**config.mk**
```make
export PLATFORM = sky130hd
export DESIGN_NAME = fifo_ctrl
export DESIGN_NICKNAME = d
export VERILOG_FILES = /design/src/rtl/fifo_ctrl.sv
export SDC_FILE = /design/constraint.sdc
export NUM_CORES = 1
export LEC_CHECK = 0
export ABC_AREA = 0
export BUFFER_PORTS_ARGS = -buffer_cell sky130_fd_sc_hd__buf_2
export CORE_MARGIN = 3
export CORE_UTILIZATION = 59
export CTS_CLUSTER_DIAMETER = 30
export CTS_CLUSTER_SIZE = 10
export DETAILED_ROUTE_END_ITERATION = 8
export PLACE_DENSITY = 0.85
export SLEW_MARGIN = 20
export SYNTH_ARGS = -nofsm -noshare
export SYNTH_HDL_FRONTEND = slang
export SYNTH_SLANG_ARGS = --single-unit
```
**constraint.sdc**
```tcl
create_clock -name clk -period 10 [get_ports clk]
set_input_delay 3 -clock clk [delete_from_list [all_inputs] [get_ports clk]]
set_output_delay 3 -clock clk [all_outputs]
set_load 0.05 [all_outputs]
```
**src/rtl/fifo_ctrl.sv**
```systemverilog
// Pointer and flag controller that runs a dual-address RAM as a first-word-fall-through FIFO.
// Data never passes through here: the RAM takes write data directly and its combinational read
// port supplies the head word addressed by rd_adb.
module fifo_ctrl #(
  parameter int unsigned DEPTH    = 8,
  parameter int unsigned AF_LEVEL = 2**DEPTH - 2
) (
  input  logic             clk,
  input  logic             rst,
  input  logic             push,
  input  logic             pop,
  output logic             wr_ena,
  output logic             valid_write,
  output logic             rd_ena,
  output logic [DEPTH-1:0] wr_adb,
  output logic [DEPTH-1:0] rd_adb,
  output logic             full,
  output logic             empty,
  output logic             almost_full,
  output logic [DEPTH:0]   count,
  output logic             overflow,
  output logic             underflow
);

  localparam logic [DEPTH:0] One     = (DEPTH+1)'(1);
  localparam logic [DEPTH:0] AfLevel = (DEPTH+1)'(AF_LEVEL);

  // Pointers carry an extra wrap bit so full and empty can be told apart.
  logic [DEPTH:0] wr_ptr_q, wr_ptr_d;
  logic [DEPTH:0] rd_ptr_q, rd_ptr_d;
  logic [DEPTH:0] count_q, count_d;
  logic           overflow_q, overflow_d;
  logic           underflow_q, underflow_d;
  logic           push_ok, pop_ok;

  // Flags, addresses and request acceptance from the registered state.
  always_comb begin
    wr_adb      = wr_ptr_q[DEPTH-1:0];
    rd_adb      = rd_ptr_q[DEPTH-1:0];
    empty       = (wr_ptr_q == rd_ptr_q);
    full        = (wr_ptr_q[DEPTH-1:0] == rd_ptr_q[DEPTH-1:0]) &&
                  (wr_ptr_q[DEPTH] != rd_ptr_q[DEPTH]);
    almost_full = (count_q >= AfLevel);
    count       = count_q;
    overflow    = overflow_q;
    underflow   = underflow_q;
    // A push while full is still safe if a pop vacates the head slot in the same edge.
    push_ok     = push && (!full || pop) && !rst;
    pop_ok      = pop && !empty && !rst;
    valid_write = push_ok;
    wr_ena      = !push_ok;
    rd_ena      = empty;
  end

  // Next-state: pointer advance, occupancy and sticky error capture.
  always_comb begin
    wr_ptr_d    = wr_ptr_q;
    rd_ptr_d    = rd_ptr_q;
    count_d     = count_q;
    overflow_d  = overflow_q | (push && !push_ok);
    underflow_d = underflow_q | (pop && !pop_ok);
    if (push_ok) wr_ptr_d = wr_ptr_q + One;
    if (pop_ok)  rd_ptr_d = rd_ptr_q + One;
    case ({push_ok, pop_ok})
      2'b10:   count_d = count_q + One;
      2'b01:   count_d = count_q - One;
      default: count_d = count_q;
    endcase
  end

  // State registers with synchronous reset; RAM contents are left untouched.
  always_ff @(posedge clk) begin
    if (rst) begin
      wr_ptr_q    <= '0;
      rd_ptr_q    <= '0;
      count_q     <= '0;
      overflow_q  <= 1'b0;
      underflow_q <= 1'b0;
    end else begin
      wr_ptr_q    <= wr_ptr_d;
      rd_ptr_q    <= rd_ptr_d;
      count_q     <= count_d;
      overflow_q  <= overflow_d;
      underflow_q <= underflow_d;
    end
  end

endmodule

```
# After elaboration in Yosys (flattened, before gate mapping)
# Cells that the tools add are included.
[totals] ff_bits=29 out_inout_bits=33 inputBits=4 word_cells=32
[classes] eq_ne=5 n_addsub=4 n_lt_le_gt_ge=1 muxes=1 n_bitwise=2 n_reduce_logical=14
[ops] op="9-bit by 1-bit adder with 9-bit output, second input constant" count=3
[ops] op="9-bit one-hot mux with 2 select lines" count=1
[ops] op="9-bit == test" count=1
[ops] op="9-bit by 8-bit greater-or-equal comparator with 1-bit output, second input constant" count=1
[ops] op="9-bit by 1-bit subtractor with 9-bit output, second input constant" count=1
[ops] op="8-bit == test" count=1
[ops] op="1-bit logical AND" count=7
[ops] op="1-bit logical NOT" count=5
[ops] op="2-bit by 1-bit == test with 1-bit output, second input constant" count=1
[ops] op="2-bit == test, second input constant" count=1
[ops] op="1-bit bitwise OR" count=2
[ops] op="2-bit nonzero test" count=1
[ops] op="1-bit logical OR" count=1
[ops] op="1-bit != test" count=1

# Logic depth before layout (Yosys ltp)
[logic_depth] word_depth=9 depth_mapped=13 mapped_depth_nobuf=13

# Worst setup path after synthesis
# No wires, ideal clock.
[synth_path] path_type="in2out" startpoint="in pop" endpoint="out valid_write" cell_stages=4 n_path_buf=0 arrival_ns=4.116 setup_slack_ns=2.884 required_time_ns=7.000 path_cell_list="nor2_1 a31oi_4 nand2b_1 inv_2"
[synth_between] elab_chain_cells=3
[synth_lines] element="from (decl)" line="11" rtl="input logic pop,"
[synth_lines] element="1-bit logical OR" line="48" rtl="push_ok = push && (!full || pop) && !rst;"
[synth_lines] element="1-bit logical AND (2 in a row)" line="48"
[synth_lines] element="to (decl)" line="13" rtl="output logic valid_write,"
# Every way passes these cells.

# Worst setup path after layout
[layout_path] startpoint="in pop" endpoint="out wr_ena"
[layout_between] elab_chain_cells=4
[layout_lines] element="1-bit logical OR" line="48"
[layout_lines] element="1-bit logical AND (2 in a row)" line="48"
[layout_lines] element="1-bit logical NOT" line="51" rtl="wr_ena = !push_ok;"
[layout_lines] element="to (decl)" line="12" rtl="output logic wr_ena,"
# Every way passes these cells.

==> summary.md <==
| Metric | Value |
|---|---|
| Non-Filler Instances | `263` |
| Crit path launch type | `input pin` |
| RSZ-0062 raised after global routing | `false` |
| Hold buffers post-CTS | `0` |
| Die H | `61.42 µm` |
| Port buffer count | `36` |
| MaxCap Viol Count | `0` |
| Nets | `247` |
| Slew headroom | `0.5989` |
| Critical Path AT | `4.06 ns` |
| Setup-failing EPs final | `0` |
| RR Startpoint | `rd_ptr_q[4]` |
| FFs w/ async S/R, synth | `0` |
| FMAX | `141.7 MHz` |
| Pin slew with the least headroom to its limit | `0.6017 ns` |
| DR iter-0 viols | `59` |
| Status | `complete, no violations` |
| P&R area growth vs syn | `7.251%` |
| Ports | `37` |
| Initial antenna violation count | `0` |
| Final WL | `3623 µm` |
| CTS root buf | `clkbuf_4` |
| CP Max Fanout | `10` |
| Post-route minimum period | `7.057 ns` |
| Post-synthesis sequential area ratio | `0.3204` |
| Total CTS buffers | `5` |
| CTS tree | `done` |
| DRC viols | `0` |
| Pre-Repair DR Iteration Count | `4` |
| # H-tree levels | `2` |
| Syn Nets | `225` |
| Hold_sp | `overflow` |
| FP Rows | `19` |
| Leak | `0.9622 nW` |
| Instance count of the mapped netlist | `210` |
| Die Span X | `61.42 µm` |
| ANT cells | `0` |
| Setup ws final | `2.943 ns` |
| Final setup skew | `0.007773 ns` |
| Flop2flop setup slack | `6.29 ns` |
| Clock buffer depth | `2` |
| FILL cells | `241` |
| Maximum VDD drop | `0.09321 mV` |
| Drt wl/cell | `13.78 µm` |
| Clk slew on worst S/H paths | `0.08 ns` |
| Top_reg_cell synth | `dfxtp_1` |
| Syn Std Cell Area | `0.001812 mm²` |
| Resized Gates After CTS | `0` |
| Via density per instance | `5.620` |
| Grt ovf | `0` |
| Worst hold endpoint | `overflow` |
| CP Class | `in2out` |
| Storage element area | `580.6 µm²` |
| Crit end category | `output port` |
| Share of cells above drive strength 1 | `0.2026` |
| Pwr/cell area | `164.2 mW/mm²` |
| WP data required | `7.00 ns` |
| Pin count of the biggest net entering global routing | `36` |
| Hold Crit Class | `reg2reg` |
| Fin Setup TNS | `0 ns` |
| Sink Count | `29` |
| Final worst-path cycle share | `0.7057` |
| Setup WS pre-CTS | `2.947 ns` |
| Final GP Congestion | `0.8251` |
| Vias in the first global route | `1368` |
| CORE AREA | `0.002829 mm²` |
| Global Route Usage Sum | `0.2232` |
| Count of state elements after synthesis | `29` |
| Worst Reg-to-Reg Cells | `13` |
| Placed cells | `256` |
| Clk_lat worst skew | `0.34 ns` |
| HPWL Detailed | `2659 µm` |
| Yosys cell types | `37` |
| Setup bufs post-CTS | `0` |
| Area of the multi-input gates | `0.001062 mm²` |
| First-pass GRT wire length | `6065 µm` |
| Fin. Hold Viols | `0` |
| Worst hold stages | `2` |
| Antenna Violating Nets Remaining | `0` |
| Vias | `1478` |
| Yosys warns | `0` |
| Syn Area/Cell | `8.627 µm²` |
| R2R Path End | `count[8]` |
| Max Transition Viols Final | `0` |
| Die area | `0.003772 mm²` |
| Post-synth EDFFs | `0` |
| Initial Utilization | `0.6404` |
==> final cells by class <==
type,count,share of cell area
clock buffer,7,0.02833
inverter,7,0.01352
multi-input combinational,153,0.5467
sequential,29,0.2988
tap,31,0.01996
timing repair buffer,36,0.09272
==> worst max-delay path by stage <==
stage | depth (start not counted) | endpoint | slack (ns) | from
after floorplan | 4 | valid_write | 2.88 | pop
after global placement | 3 | wr_ena | 2.98 | rst
after detailed placement | 5 | wr_ena | 2.95 | pop
after CTS | 5 | wr_ena | 2.94 | pop
after global routing | 6 | valid_write | 2.87 | pop
final | 5 | wr_ena | 2.94 | pop
==> synthesized netlist by cell type, drive strengths merged, types with 2 or more instances <==
library cell   n  share of area
nor2          39          0.081
dfxtp         29           0.32
xor2          24           0.12
buf           18          0.073
ha            10          0.069
nand3         10          0.028
a21oi          7          0.019
inv            7          0.014
nand2          7          0.015
nand4          7          0.024
and3           6          0.021
nor3           6          0.017
xnor2          5          0.024
mux2i          4          0.022
nor2b          4          0.014
a31oi          3          0.027
clkbuf         3         0.0062
a211oi         2         0.0083
a21o           2         0.0083
and2           2         0.0069
nor4           2          0.023
==> report_power, final <==
group | internal (mW) | total [mW] | leakage, nW | switching [mW]
combinational | 0.0329 | 0.115 | 0.696 | 0.0819
sequential | 0.122 | 0.132 | 0.235 | 0.00934
clock | 0.0331 | 0.0725 | 0.0314 | 0.0394
total | 0.188 | 0.319 | 0.962 | 0.131
==> cell families (layout without fill, tap and decap cells) <==
family,Yosys count,in the layout,share of synthesized area
adder cells (fa/ha/maj),11,11,0.08011
multiplexers,5,5,0.02832
AND/OR/NAND/NOR,87,87,0.2445
AO/OA/AOI/OAI,21,21,0.09323
buffers and inverters,28,50,0.09323
flip-flops,29,29,0.3204
XOR/XNOR,29,29,0.1402
==> sequential cells by signal, indices dropped and copies added, names as in the netlist <==
name / cells
rd_ptr_q: 9
underflow: 1
overflow: 1
count: 9
wr_ptr_q: 9
==> layout by cell type, fill, tap and decap left out, drive strengths merged, types with 2 or more instances in the layout <==
cell and count:
nor2 39, buf 36, dfxtp 29, xor2 24, nand3 10, ha 10
nand2 7, nand4 7, a21oi 7, inv 7, clkbuf 7, and3 6
nor3 6, xnor2 5, nor2b 4, mux2i 4, a31oi 3, nor4 2
a21o 2, a211oi 2, and2 2
==> per-layer routing <==
layer	share of wire	track usage	vias to the layer above
li1	-	-	745
met1	0.43	0.2455	685
met3	0.054	0.09015	10
met5	0	0	-
met2	0.49	0.3731	38
met4	0.025	0.1091	0
==> metrics by stage <==
stage / total power, mW / hold WS [ns] / area [µm²] / util
after detailed placement: 0.2493 / 0.4391 / 1888 / 0.6674
after global routing: 0.3391 / 0.4876 / 1943 / 0.6869
final: 0.3190 / 0.4483 / 1943 / 0.6869
after global placement: 0.2475 / 0.4360 / 1888 / 0.6674
after floorplan: 0.2318 / 0.4993 / 1812 / -
after CTS: 0.3218 / 0.4511 / 1943 / 0.6869
==> worst max-delay path, cell delays in order <==
cell	delay, ns
buf_2	0.11
nor2_1	0.24
a31oi_4	0.20
nand2b_1	0.22
buf_2	0.29
(Power assumes the default switching activity.)
